==> src/rtl/led_pattern_sequencer_if.sv <==
// LED sequencer pin bundle.
// Groups the board-side button/pause inputs and the LED, mode and tick
// outputs so the sequencer and its driver can share one connection.
//   master : drives i_btn/i_pause, observes LEDs, mode and tick (board / bench side)
//   slave  : the sequencer itself
//   i_btn    raw mode button, asynchronous, 1 = pressed
//   i_pause  1 = hold prescaler and pattern
//   o_led1..o_led4  leds[0]..leds[3]
//   o_mode   current mode: 0 BOUNCE, 1 BLINK, 2 FILL, 3 ALT
//   o_tick   one-cycle pulse in the cycle the pattern advanced
interface led_pattern_sequencer_if;
    logic       i_btn;
    logic       i_pause;
    logic       o_led1;
    logic       o_led2;
    logic       o_led3;
    logic       o_led4;
    logic [1:0] o_mode;
    logic       o_tick;

    modport master (
        output i_btn,
        output i_pause,
        input  o_led1,
        input  o_led2,
        input  o_led3,
        input  o_led4,
        input  o_mode,
        input  o_tick
    );

    modport slave (
        input  i_btn,
        input  i_pause,
        output o_led1,
        output o_led2,
        output o_led3,
        output o_led4,
        output o_mode,
        output o_tick
    );
endinterface

==> src/rtl/led_pattern_sequencer.sv <==
// 4-LED bank controller.
// Owns the pattern-step prescaler, a button synchronizer/debouncer and the
// mode FSM that selects between bounce, blink, fill and alternate patterns.
// Ports:
//   clk  system clock, rising edge
//   rst  asynchronous active-high reset (released synchronously upstream)
//   bus  led_pattern_sequencer_if.slave: i_btn, i_pause in; o_led1..4, o_mode, o_tick out
// Parameters:
//   TICK_DIV      clk cycles per pattern step (>= 2)
//   DEBOUNCE_CYC  stable cycles needed to accept a new button level (>= 2)
//
// Mode FSM states:
//   state  | meaning
//   BOUNCE | one-hot LED bounces between leds[0] and leds[3]
//   BLINK  | all LEDs toggle together
//   FILL   | LEDs fill from leds[0] up, then clear
//   ALT    | alternating 0101 / 1010
module led_pattern_sequencer #(
    parameter int TICK_DIV     = 30000000,
    parameter int DEBOUNCE_CYC = 1000000
) (
    input  logic                     clk,
    input  logic                     rst,
    led_pattern_sequencer_if.slave   bus
);

    localparam int PRE_W = $clog2(TICK_DIV);
    localparam int DEB_W = $clog2(DEBOUNCE_CYC);
    localparam logic [PRE_W-1:0] PRE_LAST = PRE_W'(TICK_DIV - 1);
    localparam logic [DEB_W-1:0] DEB_LAST = DEB_W'(DEBOUNCE_CYC - 1);

    typedef enum logic [1:0] {
        BOUNCE = 2'd0,
        BLINK  = 2'd1,
        FILL   = 2'd2,
        ALT    = 2'd3
    } mode_e;

    logic             sync1_q, sync1_d;
    logic             btn_s_q, btn_s_d;
    logic             deb_q, deb_d;
    logic [DEB_W-1:0] deb_cnt_q, deb_cnt_d;
    logic [PRE_W-1:0] pre_q, pre_d;
    logic [3:0]       leds_q, leds_d;
    logic             dir_up_q, dir_up_d;
    mode_e            mode_q, mode_d;
    logic             tick_q, tick_d;

    logic             adv;
    logic             wrap;

    // State register
    always_ff @(posedge clk or posedge rst) begin
        if (rst) begin
            sync1_q   <= 1'b0;
            btn_s_q   <= 1'b0;
            deb_q     <= 1'b0;
            deb_cnt_q <= '0;
            pre_q     <= '0;
            leds_q    <= 4'b0001;
            dir_up_q  <= 1'b1;
            mode_q    <= BOUNCE;
            tick_q    <= 1'b0;
        end else begin
            sync1_q   <= sync1_d;
            btn_s_q   <= btn_s_d;
            deb_q     <= deb_d;
            deb_cnt_q <= deb_cnt_d;
            pre_q     <= pre_d;
            leds_q    <= leds_d;
            dir_up_q  <= dir_up_d;
            mode_q    <= mode_d;
            tick_q    <= tick_d;
        end
    end

    // Button path: the debounce counter only runs while the synchronized
    // level disagrees with the accepted level, so any glitch that returns
    // before DEBOUNCE_CYC cycles clears it. Only an accepted press advances.
    always_comb begin
        sync1_d   = bus.i_btn;
        btn_s_d   = sync1_q;
        deb_d     = deb_q;
        deb_cnt_d = '0;
        adv       = 1'b0;
        if (btn_s_q != deb_q) begin
            if (deb_cnt_q == DEB_LAST) begin
                deb_d = btn_s_q;
                adv   = btn_s_q;
            end else begin
                deb_cnt_d = deb_cnt_q + 1'b1;
            end
        end
    end

    // Next-state: mode FSM
    always_comb begin
        mode_d = mode_q;
        if (adv) begin
            case (mode_q)
                BOUNCE:  mode_d = BLINK;
                BLINK:   mode_d = FILL;
                FILL:    mode_d = ALT;
                ALT:     mode_d = BOUNCE;
                default: mode_d = BOUNCE;
            endcase
        end
    end

    // Next-state: prescaler and pattern. A mode advance restarts the new
    // pattern from its initial value and discards any coincident step.
    always_comb begin
        wrap     = (pre_q == PRE_LAST) && !bus.i_pause;
        pre_d    = pre_q;
        leds_d   = leds_q;
        dir_up_d = dir_up_q;
        tick_d   = 1'b0;
        if (adv) begin
            pre_d    = '0;
            dir_up_d = 1'b1;
            case (mode_d)
                BOUNCE:  leds_d = 4'b0001;
                BLINK:   leds_d = 4'b1111;
                FILL:    leds_d = 4'b0000;
                ALT:     leds_d = 4'b0101;
                default: leds_d = 4'b0001;
            endcase
        end else if (wrap) begin
            pre_d  = '0;
            tick_d = 1'b1;
            case (mode_q)
                BOUNCE: begin
                    // Reverse at the ends so the bank is always one-hot.
                    if (dir_up_q) begin
                        if (leds_q[3]) begin
                            leds_d   = 4'b0100;
                            dir_up_d = 1'b0;
                        end else begin
                            leds_d = {leds_q[2:0], 1'b0};
                        end
                    end else begin
                        if (leds_q[0]) begin
                            leds_d   = 4'b0010;
                            dir_up_d = 1'b1;
                        end else begin
                            leds_d = {1'b0, leds_q[3:1]};
                        end
                    end
                end
                FILL:    leds_d = (leds_q == 4'b1111) ? 4'b0000 : {leds_q[2:0], 1'b1};
                default: leds_d = ~leds_q;
            endcase
        end else if (!bus.i_pause) begin
            pre_d = pre_q + 1'b1;
        end
    end

    // Outputs: straight from flops
    always_comb begin
        bus.o_led1 = leds_q[0];
        bus.o_led2 = leds_q[1];
        bus.o_led3 = leds_q[2];
        bus.o_led4 = leds_q[3];
        bus.o_mode = mode_q;
        bus.o_tick = tick_q;
    end

endmodule

==> src/flat_wrapper.sv <==
// flat-port wrapper written by rule: the top's interface ports become plain ports
module led_pattern_sequencer_flat 
#(
    parameter int TICK_DIV     = 30000000,
    parameter int DEBOUNCE_CYC = 1000000
)
  (clk, rst, bus_i_btn, bus_i_pause, bus_o_led1, bus_o_led2, bus_o_led3, bus_o_led4, bus_o_mode, bus_o_tick);
  led_pattern_sequencer_if bus_i ();
  input  logic clk;
  input  logic rst;
  input wire logic [$bits(bus_i.i_btn)-1:0] bus_i_btn;
  input wire logic [$bits(bus_i.i_pause)-1:0] bus_i_pause;
  output wire logic [$bits(bus_i.o_led1)-1:0] bus_o_led1;
  output wire logic [$bits(bus_i.o_led2)-1:0] bus_o_led2;
  output wire logic [$bits(bus_i.o_led3)-1:0] bus_o_led3;
  output wire logic [$bits(bus_i.o_led4)-1:0] bus_o_led4;
  output wire logic [$bits(bus_i.o_mode)-1:0] bus_o_mode;
  output wire logic [$bits(bus_i.o_tick)-1:0] bus_o_tick;
  assign bus_i.i_btn = bus_i_btn;
  assign bus_i.i_pause = bus_i_pause;
  assign bus_o_led1 = bus_i.o_led1;
  assign bus_o_led2 = bus_i.o_led2;
  assign bus_o_led3 = bus_i.o_led3;
  assign bus_o_led4 = bus_i.o_led4;
  assign bus_o_mode = bus_i.o_mode;
  assign bus_o_tick = bus_i.o_tick;
  led_pattern_sequencer #(.TICK_DIV(TICK_DIV), .DEBOUNCE_CYC(DEBOUNCE_CYC)) u_core (.clk(clk), .rst(rst), .bus(bus_i));
endmodule
==> config.mk <==
export PLATFORM = sky130hd
export DESIGN_NAME = led_pattern_sequencer_flat
export DESIGN_NICKNAME = d
export VERILOG_FILES = /design/src/rtl/led_pattern_sequencer_if.sv /design/src/rtl/led_pattern_sequencer.sv /design/src/flat_wrapper.sv
export SDC_FILE = /design/constraint.sdc
export NUM_CORES = 1
export LEC_CHECK = 0
export CAP_MARGIN = 20
export CORE_MARGIN = 10
export CORE_UTILIZATION = 30
export CTS_CLUSTER_DIAMETER = 100
export DETAILED_ROUTE_END_ITERATION = 8
export GPL_TIMING_DRIVEN = 0
export PLACE_DENSITY = 0.51
export SLEW_MARGIN = 10
export SYNTH_ARGS = -nofsm -noshare
export SYNTH_HDL_FRONTEND = slang
export SYNTH_SLANG_ARGS = --single-unit
==> constraint.sdc <==
create_clock -name clk -period 1.9 [get_ports clk]
set_clock_uncertainty 0.15 [all_clocks]
set_input_delay 0.57 -clock clk [delete_from_list [all_inputs] [get_ports clk]]
set_output_delay 0.57 -clock clk [all_outputs]
set_load 0.02 [all_outputs]
Word level (Yosys, flattened, before mapping)
Index checks and enable logic that the tools add are counted.
{ "word_totals": {"register_bits": 56, "wordCells": 56, "input_bits": 4} }
{ "classes": {"bitwise": 1, "n_addsub": 2, "n_eq_ne": 11, "mux": 25, "n_reduce_logical": 8} }
{ "ops": {"columns": ["operator", "n"], "rows": [
  ["$mux 25", 3],
  ["$mux 20", 2],
  ["$add 25x1->25 const B", 1],
  ["$eq 25x25->1 const B", 1],
  ["$add 20x1->20 const B", 1],
  ["$eq 20x20->1 const B", 1],
  ["$mux 4", 5],
  ["$pmux 4 s4", 1],
  ["$mux 1", 10],
  ["$eq 2x2->1 const B", 4],
  ["$pmux 2 s4", 1],
  ["$pmux 4 s2", 1],
  ["$eq 2x1->1 const B", 2],
  ["$eq 4x4->1 const B", 1],
  ["$logic_not 2->1", 2],
  ["$not 4->4", 1],
  ["$reduce_and 2->1", 2],
  ["$reduce_bool 2->1", 2],
  ["$mux 3", 1],
  ["$ne 3x1->1 const B", 1],
  ["$mux 2", 1],
  ["$logic_and 1x1->1", 1],
  ["$logic_not 1->1", 1],
  ["$ne 1x1->1", 1]
]} }

Logic depth before layout (Yosys ltp)
Gate-level depths: netlist of the first run.
{ "logic_depth": {"word_depth": 7, "mapped_depth": 9} }

Least setup slack after synthesis of the first run
Ideal clock, no wire load.
{ "synth_timing": {"path_kind": "register to register", "start": "register u_core.pre_q[0]", "end": "register u_core.pre_q[23]", "arrival_time_ns": 1.880, "synth_period_minus_slack_ns": 2.108, "required_time_ns": 1.673, "slack_ns": -0.208, "path_stages_with_launch": 9, "setup_ns": 0.077, "cell_sequence": "dfrtp_1 > ha_1 > nand4b_4 > nor4_4 > and2_2 > buf_4 > or3_1 > or3_1 > a21oi_1"} }
{ "synth_between": {"elab_chain_cells": 4, "elab_cells_between_ends": 7, "cone_classes": "add/sub: 1; eq/ne: 2; mux: 3; reduce/logical: 1"} }
{ "synth_rtl": {"columns": ["item", "line_no", "source"], "rows": [
  ["start: declaration", "led_pattern_sequencer.sv:43", "logic [PRE_W-1:0] pre_q, pre_d;"],
  ["start signal: assignment", "led_pattern_sequencer.sv:69", "pre_q <= pre_d;"],
  ["$add 25x1->25 or $eq 25x25->1 (tied branches)", "led_pattern_sequencer.sv:154, led_pattern_sequencer.sv:113", null],
  ["$mux 25 or $logic_and 1x1->1 (tied branches)", "led_pattern_sequencer.sv:153, led_pattern_sequencer.sv:113", null],
  ["$mux 25", "led_pattern_sequencer.sv:128", "end else if (wrap) begin"],
  ["$mux 25", "led_pattern_sequencer.sv:118", "if (adv) begin"]
]} }
Several ways; a longest one is shown, not always the timed one. The select of a mux whose other input is x is not followed.
A chain may end at the register's enable or synchronous reset.

Worst setup path after layout of the first run
{ "layout_timing": {"start": "register u_core.pre_q[18]", "end": "register u_core.leds_q[2]"} }
{ "layout_between": {"elab_chain_cells": 3} }
{ "layout_rtl": {"columns": ["item", "line_no", "source"], "rows": [
  ["$eq 25x25->1", "led_pattern_sequencer.sv:113", "wrap = (pre_q == PRE_LAST) && !bus.i_pause;"],
  ["$logic_and 1x1->1", "led_pattern_sequencer.sv:113", null],
  ["$reduce_bool 2->1 (no line)", null, null],
  ["end signal: assignment", "led_pattern_sequencer.sv:70", "leds_q <= leds_d;"],
  ["end: declaration", "led_pattern_sequencer.sv:44", "logic [3:0] leds_q, leds_d;"]
]} }
No other way between the ends.

==> flow_metrics.env, run 1 <==
export IMPL_cp_depth=7
export IMPL_vias=2391
export IMPL_synthMuxAreaShare=0.00721
export IMPL_io_pin_count=11
export IMPL_synth_edf_count=0
export IMPL_cpLargestDelayFamily="simple AND/OR/NAND/NOR gates"
export IMPL_violations="setup timing"
export IMPL_fmax_ghz=0.483
export IMPL_ys_warn_count=0
export IMPL_use_met2=0.133
export IMPL_dr_pass1_iters=4
export IMPL_worstSetupPathType="register to register"
export IMPL_grt_max_degree=24
export IMPL_critPathLaunchType="register"
export IMPL_seq_area_frac_synth=0.476
export IMPL_fin_crit_ns=2.07
export IMPL_synth_area_leaders="dfrtp_1 46%, xor2_1 6.2%, nor2_1 5.6%"
export IMPL_area_growth_pct=32.6
export IMPL_busiest_layer="met2"
export IMPL_holdCritPathClass="register to register"
export IMPL_dieArea_um2=14200
export IMPL_route_detailed_drc=0
export IMPL_crit_fanout=8
export IMPL_dieWidth_um=119
export IMPL_tritoncts="yes"
export IMPL_fin_cells=496
export IMPL_dp_hpwl_mm=4.29
export IMPL_synthesis_instances=309
export IMPL_layout_nets=370
export IMPL_synth_fp_nets=317
export IMPL_rsz0062_at_grt="yes"
export IMPL_grt_use_total=0.0903
export IMPL_numPortBuffers=10
export IMPL_synth_compound_area_share=0.102
export IMPL_post_drt_via_cell_ratio=4.82
export IMPL_pwr_density_cell_nw_per_um2=591
export IMPL_num_antenna_cells=0
export IMPL_reg2reg_from="u_core.pre_q[18]$_DFFE_PP0P_"
export IMPL_met3_usage=0.0194
export IMPL_crit_required_ns=1.98
export IMPL_yosysTopAreaCell="dfrtp_1"
export IMPL_placement_cell_area_um2=3290
export IMPL_cp_arrival_ns=2.15
export IMPL_worstPathCellList="or4_4 > nor4_4 > nand2_4 > o21ai_4 > buf_6 > o21ai_1 > a21oi_1"
export IMPL_row_count=36
export IMPL_synth_top_family_by_area="simple AND/OR/NAND/NOR gates"
export IMPL_initial_utilization=0.305
export IMPL_startpoint="u_core.pre_q[18]$_DFFE_PP0P_"
export IMPL_overflow=0
export IMPL_hold_viol_final=0
export IMPL_tightest_slew_ns=0.453
export IMPL_cts_sinks=56
export IMPL_layout_common_cells="49 x dfrtp_1, 31 x nor2_1, 30 x buf_4"
export IMPL_setup_violations=30
export IMPL_dr_first_iter_drc_count=117
export IMPL_status="complete, but fails checks"
export IMPL_finalWorstSetupSlack_ns=-0.171
export IMPL_critPathMaxStageDelay_ns=0.55
export IMPL_clock_path_buffers=2
export IMPL_grt_use_met1=0.127
export IMPL_drive_gt1_frac=0.309
export IMPL_ant_nets=0
export IMPL_holdCritStartpoint="u_core.btn_s_d$_DFF_PP0_"
export IMPL_antenna_found_initial=0
export IMPL_worstSkewPairLatency_ns=0.31
export IMPL_holdPathStages=0
export IMPL_fin_crit_sh=1.09
export IMPL_max_cap_viol_count=0
export IMPL_final_common_cell="dfrtp_1"
export IMPL_synth_top_area_frac=0.458
export IMPL_grt_pass1_wl_mm=10.9
export IMPL_synthFlopType="dfrtp_1"
export IMPL_r2r_end="u_core.leds_q[2]$_DFFE_PP0P_"
export IMPL_endpoint="u_core.leds_q[2]$_DFFE_PP0P_"
export IMPL_path_buf_inv=1
export IMPL_synth_xor_xnor_area_share=0.0980
export IMPL_fp_dieH_um=119
export IMPL_final_area_um2=3910
export IMPL_grt_pass1_vias=2254
export IMPL_root_buffer="clkbuf_8"
export IMPL_synth_fa_ha_area_frac=0.0170
export IMPL_final_fill_count=951
export IMPL_synth_seq_cells=56
export IMPL_syn_area_per_cell_um2=9.55
export IMPL_ys_types=52
export IMPL_core_area_um2=9680
export IMPL_numCtsBuffers=5
export IMPL_finalWirelength_mm=6.54
export IMPL_synthSimpleGateAreaFrac=0.269
export IMPL_ir_worst_vdd_mv=0.302
export IMPL_hold_slack_ns=0.210
export IMPL_async_flop_share=1.00
export IMPL_globalplace_congestion=0.780
export IMPL_dp_cells=454
export IMPL_r2r_cells=7
export IMPL_relSlewSlack=0.697
export IMPL_r2r_slack_ns=-0.17
export IMPL_drv_slew=0
export IMPL_syn_area_um2=2950
export IMPL_h_tree_depth=2
export IMPL_clk_pin_slew_worst_paths_ns=0.10
export IMPL_p_leak_nw=1.67
export IMPL_post_route_util=0.404
export IMPL_crit_path_end_kind="register"
export IMPL_cp_slowest_cell="or4_4"
export IMPL_wl_per_cell_um=13.2
## final cells by class
| cell class | instances | area, µm² | area share |
|---|---|---|---|
| multi-input combinational | 234 | 1650 | 0.423 |
| sequential | 56 | 1410 | 0.360 |
| timing repair buffer | 49 | 479 | 0.122 |
| tap | 133 | 166 | 0.0425 |
| clock buffer | 7 | 86.3 | 0.0221 |
| buffer | 7 | 70.1 | 0.0179 |
| inverter | 9 | 37.5 | 0.00959 |
| clock inverter | 1 | 8.76 | 0.00224 |
## routing by layer
metal / up-vias / wire length, µm
li1: 1193 / -
met1: 1167 / 3290
met2: 24 / 3010
met3: 7 / 188
met4: 0 / 56
met5: - / 0
## worst register-to-register path, cell delays in order, from the launching register on
cell and delay [ns]:
dfrtp_1 0.43, or4_4 0.55, nor4_4 0.24, nand2_4 0.16, o21ai_4 0.14, buf_6 0.17, o21ai_1 0.06, a21oi_1 0.11
## metrics by stage
stage          power (mW)  setup slack, ns  setup TNS, ns
6_report             2.31           -0.171          -2.72
4_1_cts              2.30           -0.195          -3.94
2_1_floorplan        1.49           -0.126         -0.320
5_1_grt              2.43           -0.247          -4.71
3_3_place_gp         1.54           -0.855         -43.74
3_5_place_dp         1.56           -0.868         -29.82
## timing repair
| item | CTS | global route |
|---|---|---|
| cloned | 1 | 1 |
| pin swaps | 22 | 15 |
| gates resized for setup | 41 | 40 |
| setup endpoints to repair | 61 | 56 |
| hold buffers | 0 | 0 |
| setup buffers | 20 | 17 |
## state kept, by name, indices dropped and copies added (netlist names)
register,flops
u_core.btn_s_d,1
u_core.btn_s_q,1
u_core.bus.o_mode,2
u_core.bus.o_tick,1
u_core.deb_cnt_q,20
u_core.deb_q,1
u_core.dir_up_q,1
u_core.leds_q,4
u_core.pre_q,25
## cells in the mapped netlist, types with 2 or more instances
library cell and count:
dfstp_2 2, buf_4 2, a21oi_1 13, nor4_4 2
nand4b_1 2, o21ai_2 3, o21a_1 4, xnor2_1 12
nor2_1 44, a21o_2 2, inv_1 9, xor2_1 21
ha_1 4, and4_1 3, nor4_1 5, nand2_1 28
or3_1 9, o21ai_0 14, buf_2 2, nand3_1 16
dfrtp_1 54, nand4_1 12, nor3_1 7, nand3b_1 2
clkbuf_1 4, and3_1 7
## worst min path at each step
stage	to
finish	u_core.btn_s_q$_DFF_PP0_
global route	u_core.btn_s_q$_DFF_PP0_
CTS	u_core.btn_s_q$_DFF_PP0_
detailed placement	u_core.btn_s_q$_DFF_PP0_
global placement	u_core.btn_s_q$_DFF_PP0_
floorplan	u_core.btn_s_q$_DFF_PP0_
## cells by family (layout without fill, tap and decap cells)
family,count (synthesis),in the layout
and+or+nand+nor,148,148
buffers and inverters,19,73
AOI/OAI and AO/OA,47,47
adders and majority gates,4,4
DFF,56,56
muxes,2,2
xor gates and xnor gates,33,33
## power breakdown
| group | switching, mW | total (mW) | leakage [nW] | internal, mW |
|---|---|---|---|---|
| sequential | 0.0786 | 1.33 | 0.730 | 1.25 |
| clock | 0.399 | 0.699 | 0.0484 | 0.300 |
| combinational | 0.140 | 0.280 | 0.888 | 0.140 |
| total | 0.618 | 2.31 | 1.67 | 1.69 |
Power figures use the tool's default switching activity.
==> run 2: changes to the inputs <==
CORE_MARGIN = 2   (was 10)
==> run 2 against run 1 <==
  * The flow still finishes with violations (setup timing)
  * Setup slack worse by 0.016 ns
  * Via count down 0.54%
  * Sequential power about the same
  * Clock power up 17%
  * Critical path type unchanged
==> flow_metrics.env, run 2 (synthesis gave the netlist of run 1 again) <==
export IMPL_grt_use_total=0.132
export IMPL_cts_sinks=56
export IMPL_numCtsBuffers=5
export IMPL_holdPathStages=0
export IMPL_h_tree_depth=2
export IMPL_tightest_slew_ns=0.578
export IMPL_fp_dieH_um=103
export IMPL_num_antenna_cells=0
export IMPL_pwr_share_seq=0.554
export IMPL_antenna_found_initial=0
export IMPL_final_common_cell="dfrtp_1"
export IMPL_clk_pin_slew_worst_paths_ns=0.11
export IMPL_relSlewSlack=0.614
export IMPL_rsz0062_at_grt="yes"
export IMPL_max_cap_viol_count=0
export IMPL_finalWirelength_mm=6.42
export IMPL_switching_power_mw=0.631
export IMPL_fin_cells=489
export IMPL_final_fill_count=1006
export IMPL_cp_depth=7
export IMPL_clock_path_buffers=2
export IMPL_placement_cell_area_um2=3260
export IMPL_initial_utilization=0.306
export IMPL_grt_pass1_vias=2287
export IMPL_hold_viol_final=0
export IMPL_layout_common_cells="51 x dfrtp_1, 43 x nor2_1, 26 x nand2_1, 26 x buf_4, 21 x xor2_1"
export IMPL_violations="setup timing"
export IMPL_p_clk_frac=0.343
export IMPL_fin_crit_ns=2.09
export IMPL_critPathMaxStageDelay_ns=0.55
export IMPL_fin_crit_sh=1.10
export IMPL_numPortBuffers=10
export IMPL_path_buf_inv=1
export IMPL_wl_per_cell_um=13.1
export IMPL_globalplace_congestion=0.728
export IMPL_largest_reg_flops=25
export IMPL_p_leak_nw=1.62
export IMPL_cpLargestDelayFamily="simple AND/OR/NAND/NOR gates"
export IMPL_fmax_ghz=0.479
export IMPL_critPathLaunchType="register"
export IMPL_final_area_um2=3750
export IMPL_crit_path_end_kind="register"
export IMPL_area_growth_pct=27.1
export IMPL_pre_cts_ws_ns=-0.893
export IMPL_crit_required_ns=2.01
export IMPL_cp_arrival_ns=2.19
export IMPL_p_int_mw=1.76
export IMPL_dp_cells=453
export IMPL_ant_nets=0
export IMPL_dr_first_iter_drc_count=127
export IMPL_vias=2378
export IMPL_ir_worst_vdd_mv=0.260
export IMPL_io_pin_count=11
export IMPL_dieArea_um2=10600
export IMPL_route_detailed_drc=0
export IMPL_core_area_um2=9640
export IMPL_worstSkewPairLatency_ns=0.32
export IMPL_cp_slowest_cell="or4_4"
export IMPL_pwr_density_cell_nw_per_um2=638
export IMPL_holdCritPathClass="register to register"
export IMPL_overflow=0
export IMPL_grt_max_degree=34
export IMPL_swShare=0.263
export IMPL_dp_hpwl_mm=4.13
export IMPL_post_drt_via_cell_ratio=4.86
export IMPL_crit_fanout=5
export IMPL_status="complete, but fails checks"
export IMPL_combPwrFrac=0.103
export IMPL_r2r_cells=7
export IMPL_dr_pass1_iters=4
export IMPL_root_buffer="clkbuf_8"
export IMPL_cts_hold_fix_buffers=0
export IMPL_tritoncts="yes"
export IMPL_layout_nets=363
export IMPL_drive_gt1_frac=0.258
export IMPL_worstPathCellList="or4_4 > nor4_4 > buf_4 > and2_4 > and3_1 > o22ai_1 > o21ai_1"
export IMPL_grt_pass1_wl_mm=11.1
export IMPL_largest_register="u_core.pre_q"
export IMPL_row_count=36
export IMPL_drv_slew=0
export IMPL_setup_violations=30
export IMPL_worstSetupPathType="register to register"
export IMPL_dieWidth_um=103
export IMPL_reg_top3="u_core.pre_q x25, u_core.deb_cnt_q x20, u_core.leds_q x4"
export IMPL_finalWorstSetupSlack_ns=-0.187
-- run 2: changes by cell type in the layout (fill, tap and decap cells not counted), sizes merged --
cell / delta
buf: -5
bufinv: +1
clkdlybuf4s15: -2
dlygate4sd2: +1
inv: +1
clkinvlp: +1
and2: +1
clkbuf: -4
clkinv: -1
-- run 2: routing by layer --
layer / track usage / wire length [µm]
met2: 0.206 / 2840
met1: 0.190 / 3370
met4: 0.0395 / 86
met3: 0.0181 / 126
met5: 0 / 0
-- run 2: path summary, 6_finish.rpt --
kind                                                end  slack, ns                         start
setup / recovery            u_core.dir_up_q$_DFFE_PP1P_      -0.19  u_core.pre_q[17]$_DFFE_PP0P_
hold / removal                 u_core.btn_s_q$_DFF_PP0_       0.21      u_core.btn_s_d$_DFF_PP0_
setup reg to reg            u_core.dir_up_q$_DFFE_PP1P_      -0.19  u_core.pre_q[17]$_DFFE_PP0P_
hold reg to reg                u_core.btn_s_q$_DFF_PP0_       0.21      u_core.btn_s_d$_DFF_PP0_
max in group asynchronous   u_core.dir_up_q$_DFFE_PP1P_       0.49                           rst
min in group asynchronous  u_core.pre_q[23]$_DFFE_PP0P_       0.50                           rst
-- run 2: worst register-to-register path, delay by kind of cell, from the launching register on --
kind                   cells  cell delay [ns]
AND/OR/NAND/NOR            4             1.13
buffers and inverters      1             0.18
AO/OA/AOI/OAI              2             0.15
flip-flops                 1             0.41
-- run 2: layout make-up --
| cell class | instances | area, µm² | area share |
|---|---|---|---|
| Multi-Input combinational cell | 235 | 1600 | 0.426 |
| Sequential cell | 56 | 1410 | 0.375 |
| Timing Repair Buffer | 41 | 362 | 0.0964 |
| Tap cell | 133 | 166 | 0.0444 |
| Clock buffer | 5 | 68.8 | 0.0183 |
| Buffer | 7 | 63.8 | 0.0170 |
| Clock inverter | 3 | 46.3 | 0.0123 |
| Inverter | 9 | 37.5 | 0.0100 |
-- run 2: stage by stage --
stage / setup TNS (ns) / hold WS [ns] / util / power [mW]
floorplan: -0.320 / 0.181 / - / 1.49
detailed placement: -31.65 / 0.188 / 0.338 / 1.55
global route: -6.18 / 0.221 / 0.389 / 2.51
global placement: -46.22 / 0.185 / 0.336 / 1.54
finish: -3.38 / 0.210 / 0.389 / 2.39
CTS: -4.14 / 0.215 / 0.370 / 2.42
-- run 2: power groups by stage --
stage / clock (mW) / sequential, mW / combinational, mW
floorplan: 0 / 1.34 / 0.148
global placement: 0 / 1.35 / 0.186
detailed placement: 0 / 1.36 / 0.192
CTS: 0.849 / 1.32 / 0.245
global route: 0.891 / 1.34 / 0.284
finish: 0.820 / 1.33 / 0.248
-- run 2: timing repair --
item	in CTS	in global routing
buffers inserted	18	12
resized for setup	32	27
gates cloned	1	0
setup endpoints to repair	61	48
hold endpoints to repair	0	0
pin swaps	11	11
==> run 3: changes to the inputs <==
CAP_MARGIN = default   (was 20)
GPL_ROUTABILITY_DRIVEN = 0   (was default)
==> results of run 3 <==
No change in the layout: final DEF, timing and power equal those of run 2.
